**config.mk**
```make
export PLATFORM = sky130hd
export DESIGN_NAME = conv_scan_sequencer
export DESIGN_NICKNAME = d
export VERILOG_FILES = /design/src/rtl/conv_ctrl_pkg.sv /design/src/rtl/wrap_counter.sv /design/src/rtl/conv_scan_sequencer.sv
export SDC_FILE = /design/constraint.sdc
export NUM_CORES = 1
export LEC_CHECK = 0
export ABC_AREA = 1
export CORE_AREA = 2 2 73 75
export CTS_CLUSTER_DIAMETER = 120
export DETAILED_ROUTE_END_ITERATION = 12
export DIE_AREA = 0 0 75 77
export PLACE_DENSITY_LB_ADDON = 0.12
export SYNTH_ARGS = -nofsm -noshare
export SYNTH_HDL_FRONTEND = slang
export SYNTH_SLANG_ARGS = --single-unit
```
**constraint.sdc**
```tcl
create_clock -name clk -period 3.9 [get_ports clk]
set_clock_uncertainty 0.05 [all_clocks]
set_input_delay 0.78 -clock clk [delete_from_list [all_inputs] [get_ports clk]]
set_output_delay 0.78 -clock clk [all_outputs]
set_load 0.02 [all_outputs]
```
**src/rtl/conv_ctrl_pkg.sv**
```systemverilog
// ============================================================================
// conv_ctrl_pkg : shared state encoding for the convolution scan control path
// Revision      : 1.0
// ============================================================================
`default_nettype none

package conv_ctrl_pkg;

    typedef enum logic [1:0] {
        ST_IDLE = 2'd0,
        ST_LOAD = 2'd1,
        ST_RUN  = 2'd2,
        ST_DONE = 2'd3
    } state_t;

endpackage

`default_nettype wire

```
**src/rtl/wrap_counter.sv**
```systemverilog
// ============================================================================
// wrap_counter : loop index counting 0..lim inclusive, flags the last value
// Revision     : 1.0
// ============================================================================
`default_nettype none

module wrap_counter #(
    parameter int W = 4
) (
    input  logic         clk,
    input  logic         rst,
    input  logic         clr,
    input  logic         inc,
    input  logic [W-1:0] lim,
    output logic [W-1:0] q,
    output logic         wrap
);

    assign wrap = (q == lim);

    always_ff @(posedge clk or posedge rst) begin
        if (rst) begin
            q <= '0;
        end else if (clr) begin
            q <= '0;
        end else if (inc) begin
            q <= wrap ? '0 : q + W'(1);
        end
    end

endmodule

`default_nettype wire

```
**src/rtl/conv_scan_sequencer.sv**
```systemverilog
// ============================================================================
// conv_scan_sequencer : 3-level nested scan sequencer driving the MAC datapath
// Revision            : 1.0
// ============================================================================
`default_nettype none

module conv_scan_sequencer
    import conv_ctrl_pkg::*;
#(
    parameter int C0_W = 4,
    parameter int C1_W = 4,
    parameter int C2_W = 6,
    parameter int SC_W = 16
) (
    input  logic            clk,
    input  logic            rst,
    input  logic            start,
    input  logic [C0_W-1:0] lim0,
    input  logic [C1_W-1:0] lim1,
    input  logic [C2_W-1:0] lim2,
    input  logic            in_valid,
    input  logic            out_ready,
    output logic            in_ready,
    output logic            acc_clr,
    output logic            acc_en,
    output logic            acc_first,
    output logic            res_ld,
    output logic [C0_W-1:0] cnt0,
    output logic [C1_W-1:0] cnt1,
    output logic [C2_W-1:0] cnt2,
    output logic            busy,
    output logic            done,
    output logic [SC_W-1:0] stall_cnt
);

    state_t          r_state;
    state_t          w_state_nxt;
    logic [C0_W-1:0] r_lim0;
    logic [C1_W-1:0] r_lim1;
    logic [C2_W-1:0] r_lim2;
    logic            w_load;
    logic            w_step;
    logic            w_wrap0;
    logic            w_wrap1;
    logic            w_wrap2;
    logic            w_last;

    assign w_load = (r_state == ST_LOAD);
    assign w_step = (r_state == ST_RUN) & in_valid & out_ready;
    assign w_last = w_step & w_wrap0 & w_wrap1 & w_wrap2;

    always_ff @(posedge clk or posedge rst) begin
        if (rst) begin
            r_state <= ST_IDLE;
        end else begin
            r_state <= w_state_nxt;
        end
    end

    always_comb begin
        w_state_nxt = r_state;
        case (r_state)
            ST_IDLE: if (start) w_state_nxt = ST_LOAD;
            ST_LOAD: w_state_nxt = ST_RUN;
            ST_RUN:  if (w_last) w_state_nxt = ST_DONE;
            ST_DONE: w_state_nxt = ST_IDLE;
            default: w_state_nxt = ST_IDLE;
        endcase
    end

    // Limits are captured once per scan so mid-scan input changes are ignored.
    always_ff @(posedge clk or posedge rst) begin
        if (rst) begin
            r_lim0 <= '0;
            r_lim1 <= '0;
            r_lim2 <= '0;
        end else if (w_load) begin
            r_lim0 <= lim0;
            r_lim1 <= lim1;
            r_lim2 <= lim2;
        end
    end

    wrap_counter #(.W(C0_W)) u_cnt0 (
        .clk  (clk),
        .rst  (rst),
        .clr  (w_load),
        .inc  (w_step),
        .lim  (r_lim0),
        .q    (cnt0),
        .wrap (w_wrap0)
    );

    wrap_counter #(.W(C1_W)) u_cnt1 (
        .clk  (clk),
        .rst  (rst),
        .clr  (w_load),
        .inc  (w_step & w_wrap0),
        .lim  (r_lim1),
        .q    (cnt1),
        .wrap (w_wrap1)
    );

    wrap_counter #(.W(C2_W)) u_cnt2 (
        .clk  (clk),
        .rst  (rst),
        .clr  (w_load),
        .inc  (w_step & w_wrap0 & w_wrap1),
        .lim  (r_lim2),
        .q    (cnt2),
        .wrap (w_wrap2)
    );

    always_ff @(posedge clk or posedge rst) begin
        if (rst) begin
            stall_cnt <= '0;
        end else if (w_load) begin
            stall_cnt <= '0;
        end else if ((r_state == ST_RUN) && !w_step && (stall_cnt != '1)) begin
            stall_cnt <= stall_cnt + SC_W'(1);
        end
    end

    assign in_ready  = w_step;
    assign acc_en    = w_step;
    assign acc_first = w_step & (cnt0 == '0) & (cnt1 == '0);
    assign res_ld    = w_step & w_wrap0 & w_wrap1;
    assign acc_clr   = w_load;
    assign busy      = w_load | (r_state == ST_RUN);
    assign done      = (r_state == ST_DONE);

endmodule

`default_nettype wire

```
==> metrics <==
die width approximately 75 um; post-CTS setup buffer count 0; grt total ovfl 0; Tmin final ~3.3 ns; synthesized area ~2700 sq um; Peak VDD IR around 0.39 mV; number of remaining DRC errors 0; max cap viols 0; CTS Root Cell clkbuf_8; DR vias 2381; Placer Congestion a little under 0.9; global-route wire length before repair 10.2 mm; syn_nets between 300 and 400; synthesis-stage register bit count 46; RSZ-0062 raised after global routing false; Post-Place Worst Slack about 0.56 ns; H-tree lvl count 2; Core Rows 26; IO Port Bufs 55; CTS tree yes; cell count after synthesis around 350; CP Capture Type output pin; Worst EP arrival between 2 and 2.5 ns; DR iter-0 viols around 170; initial core utilization 54.0%; Tightest Hold Check Type reg2reg; Antenna Nets Post-Route 0; routed len/inst roughly 12 um; Clk Latency, worst-skew pair approximately 0.3 ns; Max Root-Sink Buffers 2; Syn Area/Cell 7.77 sq um; Initial DRT Pass Iterations 4; synth-to-layout area growth 25.5%; Die Span Y just under 80 um; number of setup violations in the final report 0; startpoint types input port; Fmax between 300 and 400 MHz; yosys warns 0; CTS clk-pin slew, worst paths about 0.080 ns; WS Path Type in2out; Antenna Diode Count 0; Relative slew margins between 30% and 40%; Num Clock Sinks between 40 and 50; WL final roughly 5.8 mm; HPWL after DPL between 4 and 5 mm; CP max FO 6; DIE AREA roughly 5800 sq um; setup TNS 0 ns; Slew Limit Fails 0; largest net degree at the start of global routing between 40 and 50; Worst Setup SP in_valid; pwr dens a little over 600 nW/um^2; I/O pins 56; worst r2r src r_state[1]$_DFFE_PP0P_; most common cell after layout, fill and taps aside nand2_1; Hold Crit Start r_lim2[5]$_DFFE_PP0P_; worst slew pin tran roughly 0.96 ns; core area approximately 5000 sq um; Total GRT Usage between 20% and 30%; P_leak between 1.5 and 2 nW; initial antenna violation count 0; commonest cells after routing, fill and taps aside nand2_1 (99), clkdlybuf4s50_1 (55), dfrtp_1 (46); nets 430; layout cells sized above 1 under 10%; Req. time, crit path between 3 and 4 ns; post-cts sizing count 0; period utilisation layout 85.2%; sequential area share after synthesis about 43%; routed vias/inst around 5; Hold Fails Final Rpt 0; post-synthesis cell type count 33; TritonCTS buffer count 5; outcome finished clean; vias in the first global route ~2300; Post-CTS Hold Fix Bufs 0; worst setup margin just under 0.6 ns; total power about 2.1 mW
[power by group]
part / internal, mW / switching, mW
logic: 0.394 / 0.645
registers: 0.607 / 0.131
clock network: 0.137 / 0.156
[critical path: stages]
cell	delay (ns)
clkdlybuf4s50_1	0.46
nand3_1	0.17
inv_1	0.19
nand3_4	0.14
nor2_4	0.13
clkdlybuf4s50_1	0.61
[sequential cells by signal, summed over array words and instances (netlist names)]
register,cells
r_lim1,4
u_cnt2.q,6
u_cnt1.q,4
r_state,2
r_lim2,6
r_lim0,4
stall_cnt,16
u_cnt0.q,4
[cell usage after synthesis]
cell / count / area share, %
xor2_2: 1 / 0.61
a21oi_1: 9 / 1.7
buf_4: 1 / 0.28
nand3_2: 1 / 0.37
inv_2: 9 / 1.3
buf_8: 1 / 0.56
dfrtp_1: 46 / 43
nor4_1: 1 / 0.23
ha_1: 10 / 4.7
clkbuf_2: 1 / 0.19
or2_2: 2 / 0.47
nand2b_1: 1 / 0.23
buf_2: 1 / 0.19
nand3_4: 1 / 0.65
nor3_1: 14 / 2.6
o21ai_4: 1 / 0.61
o21ai_0: 19 / 3.5
nand4_1: 10 / 2.3
xnor2_1: 1 / 0.33
nor2_4: 4 / 1.7
nor2_2: 1 / 0.23
nand2_1: 99 / 14
nand2_2: 5 / 1.2
buf_1: 3 / 0.42
o21ai_1: 4 / 0.74
o31ai_1: 4 / 1.1
clkbuf_1: 2 / 0.28
xor2_1: 13 / 4.2
nand2_4: 1 / 0.42
inv_1: 31 / 4.3
o22ai_1: 1 / 0.23
nor2_1: 26 / 3.6
nand3_1: 22 / 4.1
[metal layers]
layer  up-vias  routed length, um  part of all wire (%)  global-route usage, %
li1       1220                  -                     -                      -
met4         0                 66                   1.1                   5.89
met2        56               2790                    48                   35.4
met3         7                246                   4.2                   4.99
met1      1098               2700                    46                   30.4
met5         -                  0                     0                      0
[area by class of cell]
type | instances | area [sq um]
Fill cell | 422 | 1610
Multi-Input combinational cell | 251 | 1340
Sequential cell | 46 | 1150
Timing Repair Buffer | 57 | 566
Inverter | 40 | 150
Tap cell | 70 | 87.6
Clock buffer | 6 | 82.6
[per-stage QoR]
step / cell area [sq um] / utilization [%] / hold slack [ns] / instances
floorplan: 2690 / - / 0.411 / 346
global placement: 3290 / 66.1 / 0.425 / 464
detailed placement: 3290 / 66.1 / 0.434 / 464
CTS: 3370 / 67.7 / 0.455 / 470
global route: 3370 / 67.7 / 0.487 / 470
finish: 3370 / 67.7 / 0.452 / 470
[worst paths after layout]
kind | to | slack, ns | cells past startpoint
min reg2reg | r_lim2[5]$_DFFE_PP0P_ | 0.45 | 2
min | r_lim2[5]$_DFFE_PP0P_ | 0.45 | 2
min in group asynchronous | stall_cnt[12]$_DFFE_PP0P_ | 0.96 | 2
max in group asynchronous | u_cnt0.q[3]$_DFFE_PP0P_ | 2.24 | 2
max | res_ld | 0.58 | 6
max reg2reg | stall_cnt[7]$_DFFE_PP0P_ | 1.79 | 8
[kinds of logic after synthesis]
family / Yosys count / synth area share (%)
flip-flops: 46 / 42.8
AND/OR/NAND/NOR: 188 / 31.9
buffers and inverters: 49 / 7.49
XOR/XNOR: 15 / 5.17
AO/OA/AOI/OAI: 38 / 7.91
adder cells (fa/ha/maj): 10 / 4.66
(Power assumes the default switching activity.)
